[src/rtl/clk_ctrl_pkg.sv]
// Shared definitions for the APB clock-control register block:
// register offsets, field bit positions and the divider-update FSM states.
package clk_ctrl_pkg;

    localparam logic [3:0] OFS_DIV    = 4'h0;
    localparam logic [3:0] OFS_CFG    = 4'h4;
    localparam logic [3:0] OFS_STATUS = 4'h8;
    localparam logic [3:0] OFS_CMD    = 4'hC;

    localparam int CFG_TOG    = 0;
    localparam int CFG_CKEN   = 1;
    localparam int CFG_ICG    = 2;

    localparam int ST_BUSY    = 0;
    localparam int ST_TIMEOUT = 1;
    localparam int ST_DIV_LSB = 16;

    localparam int CMD_APPLY  = 0;

    typedef enum logic {
        UPD_IDLE = 1'b0,
        UPD_WAIT = 1'b1
    } upd_state_e;

    // Expand APB byte strobes into a 32-bit write mask.
    function automatic logic [31:0] strb_mask(input logic [3:0] strb);
        return {{8{strb[3]}}, {8{strb[2]}}, {8{strb[1]}}, {8{strb[0]}}};
    endfunction

endpackage

[src/rtl/clk_div_upd_fsm.sv]
// One channel's divider-update handshake: latches the staged divider on APPLY,
// holds req until a rising ack edge or until the wait budget runs out.
module clk_div_upd_fsm
    import clk_ctrl_pkg::*;
#(
    parameter int               DIV_W       = 4,
    parameter int               TIMEOUT_CYC = 256,
    parameter logic [DIV_W-1:0] DIV_RST     = '0
) (
    input  logic             clk,
    input  logic             rst,
    input  logic             apply_i,
    input  logic             ack_i,
    input  logic [DIV_W-1:0] staged_div_i,
    output logic [DIV_W-1:0] div_o,
    output logic             req_o,
    output logic             busy_o,
    output logic             timeout_set_o
);

    localparam int CNT_W = $clog2(TIMEOUT_CYC);
    localparam logic [CNT_W-1:0] CNT_LIMIT = CNT_W'(TIMEOUT_CYC - 1);

    upd_state_e       state, state_n;
    logic [CNT_W-1:0] cnt, cnt_n;
    logic [DIV_W-1:0] div_n;
    logic             ack_q;
    logic             ack_rise;

    // Only a fresh ack edge completes a request, so a stale high ack is ignored.
    assign ack_rise = ack_i & ~ack_q;
    assign req_o    = (state == UPD_WAIT);
    assign busy_o   = (state == UPD_WAIT);

    always_ff @(posedge clk) begin
        if (rst) begin
            state <= UPD_IDLE;
            cnt   <= '0;
            div_o <= DIV_RST;
            ack_q <= 1'b0;
        end else begin
            state <= state_n;
            cnt   <= cnt_n;
            div_o <= div_n;
            ack_q <= ack_i;
        end
    end

    always_comb begin
        state_n       = state;
        cnt_n         = cnt;
        div_n         = div_o;
        timeout_set_o = 1'b0;
        case (state)
            UPD_IDLE: begin
                if (apply_i) begin
                    state_n = UPD_WAIT;
                    cnt_n   = '0;
                    div_n   = staged_div_i;
                end
            end
            UPD_WAIT: begin
                if (ack_rise) begin
                    state_n = UPD_IDLE;
                end else if (cnt == CNT_LIMIT) begin
                    state_n       = UPD_IDLE;
                    timeout_set_o = 1'b1;
                end else if (cnt != '1) begin
                    cnt_n = cnt + 1'b1;
                end
            end
            default: state_n = UPD_IDLE;
        endcase
    end

endmodule

[src/rtl/apb_clk_ctrl_regs.sv]
// APB clock-control register slave: per-channel staged divider, config bits,
// status and APPLY command, with one divider-update FSM per channel.
module apb_clk_ctrl_regs
    import clk_ctrl_pkg::*;
#(
    parameter int                NCH         = 5,
    parameter int                DIV_W       = 4,
    parameter int                ADDR_W      = 32,
    parameter logic [ADDR_W-1:0] BASE_ADDR   = 'h0013_0000,
    parameter logic [DIV_W-1:0]  DIV_RST     = '0,
    parameter logic [2:0]        CFG_RST     = 3'b111,
    parameter int                TIMEOUT_CYC = 256
) (
    input  logic                 p_clk,
    input  logic                 p_rst,
    input  logic [ADDR_W-1:0]    paddr,
    input  logic                 psel,
    input  logic                 penable,
    input  logic                 pwrite,
    input  logic [31:0]          pwdata,
    input  logic [3:0]           pstrb,
    output logic                 pready,
    output logic [31:0]          prdata,
    output logic                 pslverr,
    output logic [NCH*DIV_W-1:0] clk_div_o,
    output logic [NCH-1:0]       clk_tog_o,
    output logic [NCH-1:0]       clk_cken_o,
    output logic [NCH-1:0]       icg_on_o,
    output logic [NCH-1:0]       div_upd_req_o,
    input  logic [NCH-1:0]       div_upd_ack_i
);

    localparam int CH_W = (NCH > 1) ? $clog2(NCH) : 1;
    localparam logic [ADDR_W-1:0] SPAN = ADDR_W'(16 * NCH);

    logic [DIV_W-1:0] stg_div [NCH];
    logic [DIV_W-1:0] act_div [NCH];
    logic [NCH-1:0]   busy;
    logic [NCH-1:0]   timeout;
    logic [NCH-1:0]   tout_set;
    logic [NCH-1:0]   apply;
    logic [NCH-1:0]   tout_clr;

    logic              access;
    logic [ADDR_W-1:0] off;
    logic              addr_ok;
    logic [CH_W-1:0]   ch;
    logic [3:0]        reg_ofs;
    logic              ch_busy;
    logic              err;
    logic              wr_ok;
    logic [31:0]       rdata;
    logic [31:0]       div_merge;
    logic              unused_div_bits;

    assign access  = psel & penable;
    assign off     = paddr - BASE_ADDR;
    assign addr_ok = (paddr >= BASE_ADDR) && (off < SPAN) && (paddr[1:0] == 2'b00);
    assign ch      = off[4 +: CH_W];
    assign reg_ofs = off[3:0];
    assign ch_busy = addr_ok & busy[ch];

    // The staged divider and the APPLY command are locked while a handshake is open.
    assign err = ~addr_ok
               | (pwrite & ch_busy & ((reg_ofs == OFS_DIV) |
                                      ((reg_ofs == OFS_CMD) & pwdata[CMD_APPLY])));

    assign pready  = 1'b1;
    assign pslverr = access & err;
    assign wr_ok   = access & pwrite & ~err;

    assign div_merge = ({{(32-DIV_W){1'b0}}, stg_div[ch]} & ~strb_mask(pstrb))
                     | (pwdata & strb_mask(pstrb));
    assign unused_div_bits = ^div_merge[31:DIV_W];

    always_comb begin
        rdata = '0;
        case (reg_ofs)
            OFS_DIV: rdata[DIV_W-1:0] = stg_div[ch];
            OFS_CFG: begin
                rdata[CFG_TOG]  = clk_tog_o[ch];
                rdata[CFG_CKEN] = clk_cken_o[ch];
                rdata[CFG_ICG]  = icg_on_o[ch];
            end
            OFS_STATUS: begin
                rdata[ST_BUSY]             = busy[ch];
                rdata[ST_TIMEOUT]          = timeout[ch];
                rdata[ST_DIV_LSB +: DIV_W] = act_div[ch];
            end
            default: rdata = '0;
        endcase
    end

    always_ff @(posedge p_clk) begin
        if (p_rst) begin
            prdata     <= '0;
            timeout    <= '0;
            clk_tog_o  <= {NCH{CFG_RST[CFG_TOG]}};
            clk_cken_o <= {NCH{CFG_RST[CFG_CKEN]}};
            icg_on_o   <= {NCH{CFG_RST[CFG_ICG]}};
            for (int c = 0; c < NCH; c++) stg_div[c] <= DIV_RST;
        end else begin
            // A new timeout in the same cycle as its clear stays visible.
            timeout <= (timeout & ~tout_clr) | tout_set;
            if (access) prdata <= (~pwrite & ~err) ? rdata : '0;
            if (wr_ok) begin
                case (reg_ofs)
                    OFS_DIV: stg_div[ch] <= div_merge[DIV_W-1:0];
                    OFS_CFG: begin
                        if (pstrb[0]) begin
                            clk_tog_o[ch]  <= pwdata[CFG_TOG];
                            clk_cken_o[ch] <= pwdata[CFG_CKEN];
                            icg_on_o[ch]   <= pwdata[CFG_ICG];
                        end
                    end
                    default: ;
                endcase
            end
        end
    end

    for (genvar c = 0; c < NCH; c++) begin : g_ch
        logic ch_hit;
        assign ch_hit      = wr_ok & (ch == CH_W'(c));
        assign apply[c]    = ch_hit & (reg_ofs == OFS_CMD) & pwdata[CMD_APPLY];
        assign tout_clr[c] = ch_hit & (reg_ofs == OFS_STATUS) & pwdata[ST_TIMEOUT];

        clk_div_upd_fsm #(
            .DIV_W       (DIV_W),
            .TIMEOUT_CYC (TIMEOUT_CYC),
            .DIV_RST     (DIV_RST)
        ) u_fsm (
            .clk           (p_clk),
            .rst           (p_rst),
            .apply_i       (apply[c]),
            .ack_i         (div_upd_ack_i[c]),
            .staged_div_i  (stg_div[c]),
            .div_o         (act_div[c]),
            .req_o         (div_upd_req_o[c]),
            .busy_o        (busy[c]),
            .timeout_set_o (tout_set[c])
        );

        assign clk_div_o[c*DIV_W +: DIV_W] = act_div[c];
    end

endmodule

[config.mk]
export PLATFORM = sky130hd
export DESIGN_NAME = apb_clk_ctrl_regs
export DESIGN_NICKNAME = d
export VERILOG_FILES = /design/src/rtl/clk_ctrl_pkg.sv /design/src/rtl/clk_div_upd_fsm.sv /design/src/rtl/apb_clk_ctrl_regs.sv
export SDC_FILE = /design/constraint.sdc
export NUM_CORES = 1
export LEC_CHECK = 0
export ABC_AREA = 1
export CORE_AREA = 3 3 134 136
export CTS_CLUSTER_DIAMETER = 100
export DETAILED_ROUTE_END_ITERATION = 7
export DIE_AREA = 0 0 137 139
export PLACE_DENSITY = 0.7
export SYNTH_ARGS = -nofsm -noshare
export SYNTH_HDL_FRONTEND = slang
export SYNTH_SLANG_ARGS = --single-unit
export TNS_END_PERCENT = 50
[constraint.sdc]
create_clock -name p_clk -period 3.2 [get_ports p_clk]
set_input_delay 0.64 -clock p_clk [delete_from_list [all_inputs] [get_ports p_clk]]
set_output_delay 0.64 -clock p_clk [all_outputs]
set_load 0.05 [all_outputs]
# Word-level counts from Yosys, hierarchy flattened
# Memories as Yosys holds them, arrays and structs flattened. A register that Yosys moved wholly into a read port is not among the register bits.
# Index checks and enable logic that the tools add are counted.
[totals]
elab_cells = 241
reg_bits = 102
out_inout_bits = 74
in_bits = 78
memories = 1
ram_bits = 20
[mem_list]
columns = ["name", "depth", "width", "rd", "rd_ports_with_merged_regs", "write_ports", "line", "rtl"]
rows = [
  ["stg_div", 5, 4, 6, 5, 5, "apb_clk_ctrl_regs.sv:36", "logic [DIV_W-1:0] stg_div [NCH];"],
]
[classes]
add_sub_neg = 6
bitwise = 62
reduce_logical = 18
eq_ne = 37
n_lt_le_gt_ge = 5
mux = 92
[op_table]
columns = ["cell", "n"]
rows = [
  ["two-way mux 8 bit", 20],
  ["one-hot mux 8 bit (2 select lines)", 5],
  ["two-way mux 1 bit", 44],
  ["adder 8 x 1 -> 8 bit (second input constant)", 5],
  ["== test 8 bit (second input constant)", 5],
  ["!= test 8 bit (second input constant)", 5],
  ["AND 1 bit", 39],
  [">= comparator 32 x 21 -> 1 bit (second input constant)", 1],
  ["< comparator 32 x 7 -> 1 bit (second input constant)", 1],
  ["subtractor 32 x 21 -> 32 bit (second input constant)", 1],
  ["!= test 2 bit (second input constant)", 15],
  ["two-way mux 20 bit", 1],
  ["AND reduction 4 bit", 5],
  ["two-way mux 4 bit", 4],
  ["binary-select mux 1 bit (select 3 bit)", 5],
  ["bitwise mux 5 bit", 3],
  ["NOT 1 bit", 13],
  ["binary-select mux 4 bit (select 3 bit)", 1],
  ["one-hot mux 1 bit (2 select lines)", 6],
  ["!= test 2 x 1 -> 1 bit (second input constant)", 5],
  ["AND reduction 2 bit", 5],
  ["AND 4 bit", 2],
  ["== test 4 bit (second input constant)", 2],
  ["== test 3 x 2 -> 1 bit (second input constant)", 2],
  ["22 further kinds", 25],
]

# Logic depth before layout (Yosys ltp)
# Gate-level depths: netlist (run 1).
[depth]
depth_word = 16
ltp_mapped = 16
ltp_nobuf = 15

# Cells and area by module
# From an unflattened synthesis (run 1), not the netlist that was laid out.
[unflattened]
cells_unflattened = 1053
hier_area_um2 = 7235.7
[by_module_without_submodules]
columns = ["mod", "instances", "cells_each", "seq_area_each_um2", "area_each_um2"]
rows = [
  ["clk_div_upd_fsm", 5, 117, 280.3, 750.7],
  ["apb_clk_ctrl_regs", 1, 468, 1521.5, 3482.1],
]

# Worst setup path before layout (run 1)
# Ideal clock, no wire load.
[synth_timing]
path_kind = "in2out"
start = "input port paddr[1]"
end = "output port pslverr"
path_buffers = 0
t_arrival_ns = 1.845
cell_stages = 7
required_ns = 2.560
slack_ns = 0.715
cell_sequence = "nor2_1 nand4_1 a21oi_1 nand3_1 nand4_1 nand2_1 inv_1"
[synth_via]
elab_chain_len = 9
word_cells_on_any_way = 18
classes_between = "add/sub (1); order compare (2); eq/ne (1); mux (2); bitwise (8); reduce/logical (4)"
[synth_lines]
columns = ["item", "line", "rtl"]
rows = [
  ["start: declaration", "apb_clk_ctrl_regs.sv:16", "input logic [ADDR_W-1:0] paddr,"],
  ["subtractor 32 x 21 -> 32 bit", "apb_clk_ctrl_regs.sv:57", "assign off = paddr - BASE_ADDR;"],
  ["< comparator 32 x 7 -> 1 bit", "apb_clk_ctrl_regs.sv:58", "assign addr_ok = (paddr >= BASE_ADDR) && (off < SPAN) && (paddr[1:0] == 2'b00);"],
  ["logical AND 1 bit (2 in series)", "apb_clk_ctrl_regs.sv:58", ""],
  ["AND 1 bit", "apb_clk_ctrl_regs.sv:61", "assign ch_busy = addr_ok & busy[ch];"],
  ["AND 1 bit (2 in series)", "apb_clk_ctrl_regs.sv:65", "| (pwrite & ch_busy & ((reg_ofs == OFS_DIV) |"],
  ["bitwise OR 1 bit *", "apb_clk_ctrl_regs.sv:65", ""],
  ["AND 1 bit *", "apb_clk_ctrl_regs.sv:69", "assign pslverr = access & err;"],
  ["end: declaration", "apb_clk_ctrl_regs.sv:24", "output logic pslverr,"],
]
# Mark *: on every way between the ends. The rest lies on a longest branch, timed or not. The select of a mux whose other input is x is not followed.

# Worst setup path after layout (run 1)
[layout_timing]
start = "input port paddr[5]"
end = "output port pslverr"
# The elaborated chain is that of the path after synthesis.

==> flow_results.org, run 1 <==
** Run status
- The run finished with clean final reports.

** Drt
- After the first detailed-routing iteration, the DRC count stood at 499.
- Post-detailed-route wirelength per cell :: 14.1 microns
- Post-DRT Antenna Nets :: 0
- Total wire length after detailed routing :: 18300 microns
- Final routed DRC violation total :: 0
- Vias per std cell :: 4.96
- The first detailed-routing pass ran for 5 iterations.
- Total number of vias :: 6451

** Setup path
- The worst setup path is captured at a primary output.
- Of all nets on the critical path, the largest fanout is 11.
- At the worst endpoint, the required time is 2.56 ns.
- Crit Path Category :: in2out
- Element type at the critical path start :: input pin
- Endpoint arrival time on the critical path :: 2.42 ns
- FF-to-FF setup slack :: 0.84 ns

** CTS
- TritonCTS Buffers :: 17
- In this run, post-CTS repair resized a total of 0 instances.
- Postcts setup bufs :: 0
- Quantity of hold-fixing buffers added after cts :: 0
- CTS tree :: done
- The clock tree synthesis step divided the H-tree into 4 levels.
- Clock tree synthesis selected as its root buffer the cell clkbuf_16.
- Number of buffers between clock root and the deepest sink :: 2
- Clock latency on the worst-skew pair, taken at its later pin, is 0.42 ns.
- Clock-pin slew was measured on the worst setup and hold paths at 0.06 ns.
- Total number of clock tree sinks :: 130

** Floorplan
- Die area :: 19000 sq um
- The total area inside the core boundary comes to 17100 sq um.
- Height of the die :: 139 microns
- Width of the die :: 137 microns
- For this configuration, the core starts out at a cell density of 39.3%.
- For this design the top-level I/O count stands at 152.
- Rows :: 48

** Place
- Count of buffers from port buffering :: 95
- Cells after DPL :: 1268
- The wire-length estimate of the detail-placed layout is 13500 microns.
- Routability-driven placement congestion ratio :: 0.884

** STA
- In this run the tightest slew margin relative to its limit is 60.8%.
- The clock period could shrink to 3.06 ns.
- Fin Setup TNS :: 0 ns
- Final number of max-transition violations :: 0
- The final hold violation count came to 0.
- Between clock sinks in the finished design, the worst skew comes to 0.00846 ns.
- Max Clk Rate :: 327 MHz
- Final worst-path cycle share :: 95.6%
- Worst-Margin Slew :: 0.589 ns
- Setup violations remaining at the end of the flow were counted as 0.
- Setup repair after global routing left no endpoint under its margin.

** Cells and area
- The library cells used most frequently in the layout, excluding fill and tap cells, are nand2_1, nor2_1, inv_1, nand3_1, dfxtp_1.
- Total inserted antenna cells :: 0
- Layout Area Growth over Synthesis :: 29.4%
- Share of layout cells above drive strength 1 :: 8.09%
- In the final layout, the multi-input gates occupy 3180 sq um.
- Area used by sequential logic in the layout :: 2920 sq um
- For this run, the post-layout net count is 1145.
- Final cell count without fillers :: 1300
- Fillcell total :: 1675
- Leaving out fill and tap cells, the most frequent cell in the layout is nand2_1.

** Power and ir drop
- Total leakage power :: 3.63 nW
- The worst-case IR drop observed on VDD is 0.343 mV.
- Pwr Density :: 476 nW/um^2

** Global routing
- Global routing finished with a remaining overflow of 0.
- Global routing consumed, over all layers together, 19.2% of the routing resources.
- Global-route wire length before repair :: 29300 microns
- Entering global routing, the biggest net connects 54 pins.
- Antenna violations before repair :: 0
- The via count of the first global-routing pass is 5936.

** Yosys
- The synthesized design contains 130 register bits.
- In this run the cell area of the synthesized design comes to 6700 sq um.
- The synthesized netlist contains 39 unique library cells.
- Sequential cell area fraction in the yosys report :: 43.7%
- A synthesized cell averages 7.23 sq um.
- Cell count after synthesis :: 926
- Count of warnings emitted by yosys :: 0

** Flow run
- The tool flagged a number of max-cap violations equal to 0.

** Min path
- Worst Hold Class :: reg2reg
## per-layer routing
layer | part of all wire (%) | track usage (%)
met5 | 0 | 0
met3 | 6.0 | 4.06
met1 | 43 | 24.7
met2 | 49 | 32.1
met4 | 2.0 | 6.30
## cells by family (layout without fill, tap and decap cells)
group	Yosys count	after routing	share of synthesized area (%)
other cells	2	37	0.112
mux	1	1	0.150
flops	130	130	43.7
compound gates	128	128	10.5
xor+xnor	25	25	3.27
fa+ha+maj	5	5	0.934
buf+inv	160	274	10.9
simple gates	475	475	30.5
## where the power goes
group / internal (mW) / switching, mW / total [mW]
clock: 1.37 / 0.706 / 2.08
sequential: 1.71 / 0.00748 / 1.72
combinational: 0.112 / 0.220 / 0.332
total: 3.19 / 0.934 / 4.13
## flip-flops by register name, summed over array words and instances (netlist names)
name               count
g_ch.u_fsm.ack_q       5
timeout                5
g_ch.u_fsm.busy_o      5
clk_tog_o              5
g_ch.u_fsm.div_o      20
icg_on_o               5
g_ch.u_fsm.cnt        40
prdata                 8
stg_div               32
clk_cken_o             5
## final cells by class
type | count | share of cell area [%]
Timing Repair Buffer | 138 | 14.6
Inverter | 104 | 4.51
Sequential cell | 130 | 33.7
Multi-Input combinational cell | 671 | 36.7
Clock buffer | 20 | 5.04
Tap cell | 225 | 3.25
Clock inverter | 12 | 2.17
## Yosys cell counts, drive strengths merged
cell | instances | area [sq um]
nand3 | 100 | 505
nor4 | 1 | 6.26
a31oi | 3 | 18.8
buf | 38 | 270
o221ai | 1 | 8.76
a22oi | 7 | 52.6
mux2i | 1 | 10.0
a21boi | 1 | 7.51
o211ai | 1 | 7.51
xnor2 | 4 | 35.0
edfxtp | 32 | 961
inv | 103 | 387
a21oi | 67 | 335
xor2 | 21 | 184
a22o | 3 | 26.3
dfxtp | 98 | 1960
ha | 5 | 62.6
nand4 | 27 | 169
nor2 | 146 | 576
clkbuf | 18 | 67.6
and3 | 1 | 6.26
o21ai | 31 | 155
o31ai | 1 | 7.51
o22ai | 11 | 68.8
clkinv | 1 | 3.75
nor3 | 10 | 50.1
nand3b | 1 | 7.51
nand2 | 187 | 707
a221oi | 1 | 8.76
or2 | 2 | 12.5
o2111ai | 1 | 8.76
conb | 2 | 7.51
## worst paths after layout
check,start,endpoint,cells past startpoint
min,g_ch[1].u_fsm.cnt[2],g_ch[1].u_fsm.cnt[2],2
min reg2reg,g_ch[1].u_fsm.cnt[2],g_ch[1].u_fsm.cnt[2],2
max,paddr[5],pslverr,8
max reg2reg,g_ch[3].u_fsm.busy_o,clk_cken_o[3],15
## through the flow
step | setup WS [ns] | area [sq um] | util (%) | hold slack, ns | power, mW
after detailed placement | 0.0682 | 8040 | 47.1 | 0.456 | 2.08
after global placement | 0.0539 | 8040 | 47.1 | 0.453 | 2.08
final | 0.141 | 8660 | 50.8 | 0.464 | 4.13
after floorplan | 0.715 | 6830 | - | 0.440 | 1.96
after global routing | 0.0516 | 8660 | 50.8 | 0.481 | 4.26
after CTS | 0.158 | 8660 | 50.8 | 0.465 | 4.15
## worst max-delay path, cell delays in order
cell,delay (ns)
clkdlybuf4s50_1,0.55
buf_4,0.25
o31ai_1,0.32
nand3_1,0.16
nand4_1,0.20
nand2_1,0.07
inv_1,0.05
buf_4,0.19
(Power assumes the default switching activity.)
==> run 2, diff against run 1 <==
==> constraint.sdc (replaced) <==
create_clock -name p_clk -period 3.3 [get_ports p_clk]
set_input_delay 0.66 -clock p_clk [delete_from_list [all_inputs] [get_ports p_clk]]
set_output_delay 0.66 -clock p_clk [all_outputs]
set_load 0.05 [all_outputs]
==> flow_results.org, run 2 (synthesis results as in run 1) <==
** Place
- Post-Place Worst Slack :: -0.0269 ns (was 0.0682 ns)
- Count of buffers from port buffering :: 95 (unchanged)
- The placer's final routability congestion estimate came to 0.926 (was 0.884).
- The cell area reported after detailed placement came to 8010 sq um (was 8040 sq um).
- DP HPWL :: 13300 microns (was 13500 microns)

** Global routing
- Congestion Overflow GR :: 0 (unchanged)
- Met2 track utilization from global routing :: 32.1% (about the same)
- The global-route met3 utilization was 4.10% (was 4.06%).
- Met1 GRT Util :: 25.0% (was 24.7%)
- The highest-utilization routing layer at the global route stage was met2 (unchanged).
- Global-route wire length before repair :: 29500 microns (was 29300 microns)
- Via count of the first global-routing pass :: 5861 (was 5936)
- Antenna violations before repair :: 0 (unchanged)
- Pin count of the biggest net entering global routing :: 54 (unchanged)
- GRT Resource Usage Total :: 19.4% (was 19.2%)

** Cells and area
- Largest registers: g_ch.u_fsm.cnt x40, stg_div x32, g_ch.u_fsm.div_o x20 (unchanged).
- The total area of sequential cells came to 2920 sq um (unchanged).
- Commonest cells after routing, fill and taps aside: nand2_1, nor2_1, inv_1, nand3_1, dfxtp_1 (unchanged).
- Area taken by multi-input logic gates :: 3180 sq um (unchanged)
- The final-stage net count is 1141 (was 1145).
- Share of layout cells above drive strength 1 :: 8.03% (was 8.09%)
- The number of antenna cells inserted was 0 (unchanged).
- The area overhead of the layout relative to synthesis came to 27.8% (was 29.4%).
- The most common library cell in the layout ignoring fill and taps was nand2_1 (unchanged).
- The final non-filler cell area was 8550 sq um (was 8660 sq um).
- Register with the most flip-flops :: g_ch.u_fsm.cnt (unchanged)
- The final core area utilization came to 50.2% (was 50.8%).
- The flip-flop count of the largest register after layout came to 40 (unchanged).
- The number of fillers in the final layout came to 1707 (was 1675).

** STA
- For this run, the top clock speed supported by timing is 322 MHz.
- Worst Skew :: 0.00821 ns (was 0.00846 ns)
- The final hold violation count was 0 (unchanged).
- Final-layout worst hold slack :: 0.463 ns (was 0.464 ns)
- The worst path setup slack after routing is 0.195 ns (was 0.141 ns).
- Count of final setup violators :: 0 (unchanged)
- The max-slew violation count was 0 (unchanged).
- Worst-Margin Slew :: 0.735 ns (was 0.589 ns)
- The tightest slew margin relative to the limit came to 50.9% (was 60.8%).
- Setup repair after global routing missed its margin :: false (unchanged)
- Final worst-path cycle share :: 94.1%
- Clock period minus worst slack :: 3.11 ns

** Power and ir drop
- The total leakage power was 3.58 nW (was 3.63 nW).
- Int Power :: 2.79 mW (was 3.19 mW)
- Pwr Density :: 435 nW/um^2 (was 476 nW/um^2)
- Sequential Power Share :: 44.8% (was 41.6%)
- Part of the power in the clock network :: 46.7% (was 50.3%)
- Worst vdd rail ir drop :: 0.391 mV (was 0.343 mV)
- Net switching power :: 0.931 mW (was 0.934 mW)
- Portion of total power attributed to combinational logic :: 8.5% (was 8.0%)
- Net switching fraction of the power :: 25.0% (was 22.6%)
- Total power :: 3.72 mW (was 4.13 mW)

** Setup path
- Largest stage delay on the critical path :: 0.56 ns (was 0.55 ns)
- Top cell family by delay on the critical path :: buffers and inverters (unchanged)
- The largest driver fanout on the critical path was 14 (was 11).
- Most Frequent Cell on Critical Path :: nand2_1 (was buf_4)
- The highest-delay cell along the critical path is clkdlybuf4s50_1 (unchanged).
- Endpoint arrival time on the critical path :: 2.45 ns (was 2.42 ns)
- The required time of the critical path was 2.64 ns (was 2.56 ns).
- Kind of capture point of the worst setup path :: primary output (unchanged)
- Total buffers and inverters traversed by the critical path :: 4 (unchanged)
- Cell chain of the critical path: clkdlybuf4s50_1 > nor2_4 > buf_4 > nand2_1 > nand3_1 > nand2_1 > nand3_1 > nand4_1 > nand2_1 > inv_1 > buf_4 (was clkdlybuf4s50_1 > buf_4 > o31ai_1 > nand3_1 > nand4_1 > nand2_1 > inv_1 > buf_4).
- Element type at the critical path start :: input pin (unchanged)
- Crit Path Category :: in2out (unchanged)

** Min path
- Worst Hold Class :: reg2reg (unchanged)

** Drt
- Post-detailed-route wirelength per cell :: 14.0 microns (was 14.1 microns)
- The total wirelength of the detailed-routed design was 18100 microns (was 18300 microns).
- Total number of vias :: 6376 (was 6451)
- Post-DRT Antenna Nets :: 0 (unchanged)
- Final routed DRC violation total :: 0 (unchanged)
- Pre-antenna DRT Iters :: 5 (unchanged)
- Vias per std cell :: 4.92 (was 4.96)
- DRC violation total after the first TritonRoute iteration :: 494 (was 499)

** CTS
- The clock transition at the registers of the reported paths came to 0.06 ns (about the same).
- CTS H-Tree Depth :: 4 (unchanged)
- Postcts setup bufs :: 0 (unchanged)
- The buffer type at the clock tree root is clkbuf_16 (unchanged).
- The clock latency of the later-clocked register in the worst-skew pair was 0.43 ns (was 0.42 ns).
- TritonCTS Buffers :: 17 (unchanged)
- The number of clock sinks was 130 (unchanged).
- The TritonCTS clock tree was done (unchanged).
- The maximum number of buffers from clock root to sink is 2 (unchanged).

** Flow run
- The count of maximum capacitance violations is 0 (unchanged).

** Floorplan
- The die width came to 137 microns (unchanged).
- The die extent in y was 139 microns (unchanged).
- The placeable core area came to 17100 sq um (unchanged).
- The site row count came to 48 (unchanged).
- The effective utilization at floorplan was 39.3% (unchanged).
- The I/O pin total is 152 (unchanged).
- Die area :: 19000 sq um (unchanged)

** Run status
- Outcome :: completed (unchanged)
-- run 2: cell count changes in the layout (fill, tap and decap cells not counted), moves of 2 or more --
cell        delta
buf_4          -4
bufinv_16      -4
clkbuf_1       -2
clkinv_2       +2
clkinvlp_4     +3
inv_6          +2
-- run 2: final timing paths --
| path | startpoint | end | slack [ns] | depth (start not counted) |
|---|---|---|---|---|
| worst max-delay path | paddr[5] | pslverr | 0.19 | 11 |
| worst min-delay path | prdata[1] | prdata[1] | 0.46 | 2 |
| worst max register to register | g_ch[3].u_fsm.busy_o | g_ch[0].u_fsm.cnt[5] | 0.93 | 13 |
| worst min register to register | prdata[1] | prdata[1] | 0.46 | 2 |
-- run 2: area by class of cell --
class	instances	area share, %
Clock buffer	18	5.02
Clock inverter	14	1.33
Inverter	104	4.59
Multi-Input combinational cell	671	37.1
Sequential cell	130	34.2
Tap cell	225	3.29
Timing Repair Buffer	134	14.5
-- run 2: repair_timing --
| item | CTS | global route |
|---|---|---|
| endpoints found under the setup margin | 0 | 1 |
| resized for setup | 0 | 2 |
| hold buffers | 0 | 0 |
-- run 2: layer usage --
layer / routed length, microns / share of wire [%] / up-vias
met3: 1050 / 5.8 / 39
met1: 7740 / 43 / 2889
met2: 8880 / 49 / 191
li1: - / - / 3257
met5: 0 / 0 / -
met4: 411 / 2.3 / 0
-- run 2: through the flow --
step / std cells / setup TNS, ns
finish: 1296 / 0
global route: 1296 / 0
CTS: 1296 / 0
detailed placement: 1264 / -0.0838
global placement: 1264 / 0
floorplan: 961 / 0
-- run 2: worst register-to-register path, cell delays in order (launching register included) --
cell and delay [ns]:
dfxtp_1 0.35, inv_1 0.26, nand2_1 0.07, o21ai_0 0.09, nand2_1 0.07, nand3_1 0.08, nand2_1 0.08, nand3_1 0.09
nand4_1 0.18, nor2_4 0.22, nand3_1 0.26, nand2_1 0.32, nand2_1 0.09, a21oi_1 0.14
-- run 2: power by group through the flow --
stage                     clock [mW]  combinational [mW]  sequential (mW)
final                           1.74               0.317             1.66
after global routing            1.85               0.344             1.67
after CTS                       1.76               0.314             1.66
after detailed placement           0               0.313             1.70
after global placement             0               0.311             1.70
after floorplan                    0               0.205             1.70
==> run 3, diff against run 2 <==
--- a/config.mk
+++ b/config.mk
@@ -11,6 +11,7 @@
 export DETAILED_ROUTE_END_ITERATION = 7
 export DIE_AREA = 0 0 137 139
 export PLACE_DENSITY = 0.7
+export RECOVER_POWER = 50
 export SYNTH_ARGS = -nofsm -noshare
 export SYNTH_HDL_FRONTEND = slang
 export SYNTH_SLANG_ARGS = --single-unit
==> flow_results.org, run 3 (synthesis results as in run 1) <==
** Setup path
- The kind of critical path is in2out (unchanged).
- The data arrival at the endpoint of the critical path is 2.44 ns (was 2.45 ns).
- The largest driver fanout on the critical path was 14 (unchanged).
- The kind of end point of the critical path is a primary output (unchanged).
- Startpoint of the most critical setup path :: paddr[5] (unchanged)
- Element type at the critical path start :: input pin (unchanged)
- The critical register-to-register path startpoint is g_ch[3].u_fsm.busy_o (unchanged).
- Endpoint required time on the critical path :: 2.64 ns (about the same)

** Cells and area
- Total non-filler cell area in the finished layout :: 8520 sq um (was 8550 sq um)
- Commonest non-fill, non-tap cell in the layout :: nand2_1 (unchanged)
- Core Util, Final :: 49.9% (was 50.2%)
- Largest registers: g_ch.u_fsm.cnt x40, stg_div x32, g_ch.u_fsm.div_o x20 (unchanged).
- Fillcell total :: 1713 (was 1707)
- Commonest cells after routing, fill and taps aside :: nand2_1, nor2_1, nand3_1 (was nand2_1, nor2_1, inv_1, nand3_1, dfxtp_1)
- The number of antenna cells inserted is 0 (unchanged).
- The number of standard cells in the layout, taps in and fillers out was 1296 (unchanged).
- Net total in the final layout :: 1141 (unchanged)
- Register with the most flip-flops :: g_ch.u_fsm.cnt (unchanged)
- The flip-flop count of the largest register after layout was 40 (unchanged).
- Share of layout cells above drive strength 1 :: 7.10% (was 8.03%)
- Layout Area Growth over Synthesis :: 27.2% (was 27.8%)

** Place
- Post-Place Worst Slack :: -0.0269 ns (unchanged)
- The total of buffers placed on input and output ports is 95 (unchanged).
- The placer's final routability congestion estimate is 0.926 (unchanged).
- The cell count after placement is 1264 (unchanged).
- DP HPWL :: 13300 microns (unchanged)
- Placement-stage cell area :: 8010 sq um (unchanged)

** STA
- Final worst-path cycle share :: 93.9% (was 94.1%)
- Worst Skew :: 0.00866 ns (was 0.00821 ns)
- Max Clk Rate :: 323 MHz (was 322 MHz)
- The slew at the pin closest to its max-slew limit is 2.42 ns (was 0.735 ns).
- Final worst setup slack :: 0.201 ns (was 0.195 ns)
- The tightest slew margin relative to the limit came to -61.6% (was 50.9%).
- Setup repair after global routing missed its margin: false (unchanged).
- The number of endpoints failing setup at the final stage is 0 (unchanged).
- Clock period minus worst slack :: 3.10 ns (was 3.11 ns)
- Final number of max-transition violations :: 54 (was 0)
- The final hold violation count came to 0 (unchanged).

** Global routing
- The aggregate global-route resource usage is 19.4% (unchanged).
- Global-route wire length before repair :: 29500 microns (unchanged)
- Antenna violations before repair :: 0 (unchanged)
- The largest net degree at the start of global routing is 54 (unchanged).
- Congestion Overflow GR :: 0 (unchanged)
- The via count of the first global-routing pass is 5861 (unchanged).

** CTS
- Total number of clock tree sinks :: 130 (unchanged)
- Postcts setup bufs :: 0 (unchanged)
- The total number of H-tree levels was 4 (unchanged).
- Resized Gates After CTS :: 0 (unchanged)
- TritonCTS Buffers :: 17 (unchanged)
- CTS tree :: done (unchanged)
- The clock transition at the registers of the reported paths came to 0.06 ns (about the same).
- Clock Root Buffer :: clkbuf_16 (unchanged)
- The hold buffer count at cts came to 0 (unchanged).
- The clock latency of the later-clocked register in the worst-skew pair came to 0.42 ns (was 0.43 ns).
- Number of buffers between clock root and the deepest sink :: 2 (unchanged)

** Drt
- The total wirelength of the detailed-routed design is 18100 microns (about the same).
- Final routed DRC violation total :: 0 (unchanged)
- The residual antenna-violating net count after detailed routing came to 0 (unchanged).
- Pre-antenna DRT Iters :: 5 (unchanged)
- The via count is 6349 (was 6376).
- The count of routing violations after the opening detailed-route iteration is 545 (was 494).
- Vias per std cell :: 4.90 (was 4.92)
- The post-detailed-route wirelength per cell is 14.0 microns (about the same).

** Min path
- Worst hold path startpoint :: prdata[1] (unchanged)
- The path type of the worst min-delay path is reg2reg (unchanged).

** Power and ir drop
- Pwr Density :: 436 nW/um^2 (was 435 nW/um^2)
- Worst vdd rail ir drop :: 0.389 mV (was 0.391 mV)
- The total power consumption of the routed design is 3.72 mW (about the same).
- Total leakage power :: 3.62 nW (was 3.58 nW)

** Run status
- Outcome :: finished, violations left (was completed)
- The checks that failed: max-capacitance violations, max-slew violations.

** Floorplan
- The die extent in y is 139 microns (unchanged).
- Core region area :: 17100 sq um (unchanged)
- The die area was 19000 sq um (unchanged).
- Starting density of the core :: 39.3% (unchanged)
- The die width came to 137 microns (unchanged).
- Rows :: 48 (unchanged)
- The I/O pin total was 152 (unchanged).

** Flow run
- Number of violations of the max-capacitance limit :: 1 (was 0)
run 3: cell types whose count changed in the layout (fill, tap and decap cells not counted):
cell / before / now
nand3_2: 1 / 0
dlygate4sd3_1: 0 / 48
clkdlybuf4s50_1: 92 / 44
o21ai_1: 4 / 1
a21boi_0: 0 / 1
buf_2: 1 / 0
a21boi_1: 1 / 0
nand3_1: 99 / 100
clkbuf_1: 1 / 10
buf_4: 40 / 32
o21ai_0: 27 / 30
run 3: stage by stage:
stage | hold slack (ns) | setup TNS [ns]
global route | 0.487 | 0
global placement | 0.452 | 0
finish | 0.460 | 0
detailed placement | 0.456 | -0.0838
CTS | 0.465 | 0
floorplan | 0.440 | 0
run 3: worst max-delay path, stage by stage:
cell and delay [ns]:
clkdlybuf4s50_1 0.56, nor2_4 0.15, buf_4 0.23, nand2_1 0.07, nand3_1 0.10, nand2_1 0.08
nand3_1 0.09, nand4_1 0.18, nand2_1 0.10, inv_1 0.04, buf_4 0.18
run 3: report_power, final:
part	internal, mW	switching [mW]	leakage, nW
clock network	1.03	0.713	0.257
registers	1.66	0.00732	1.11
logic	0.102	0.212	2.25
run 3: final timing paths:
check,endpoint,slack [ns],depth (start not counted)
worst max-delay path,pslverr,0.20,11
worst min-delay path,prdata[1],0.46,2
worst max register to register,g_ch[4].u_fsm.cnt[3],0.79,14
worst min register to register,prdata[1],0.46,2
run 3: cell type report:
class	count	area [sq um]	share of cell area (%)
Sequential cell	130	2920	34.3
Inverter	104	393	4.61
Multi-Input combinational cell	671	3170	37.2
Timing Repair Buffer	134	1210	14.2
Clock buffer	18	429	5.04
Tap cell	225	282	3.30
Clock inverter	14	114	1.34
run 3: metal layers:
layer,vias to the layer above,routed length [microns],track usage (%),share of wire [%]
li1,3255,-,-,-
met1,2880,7900,25.0,44
met2,178,8860,32.1,49
met3,36,955,4.10,5.3
met4,0,388,6.78,2.1
met5,-,0,0,0
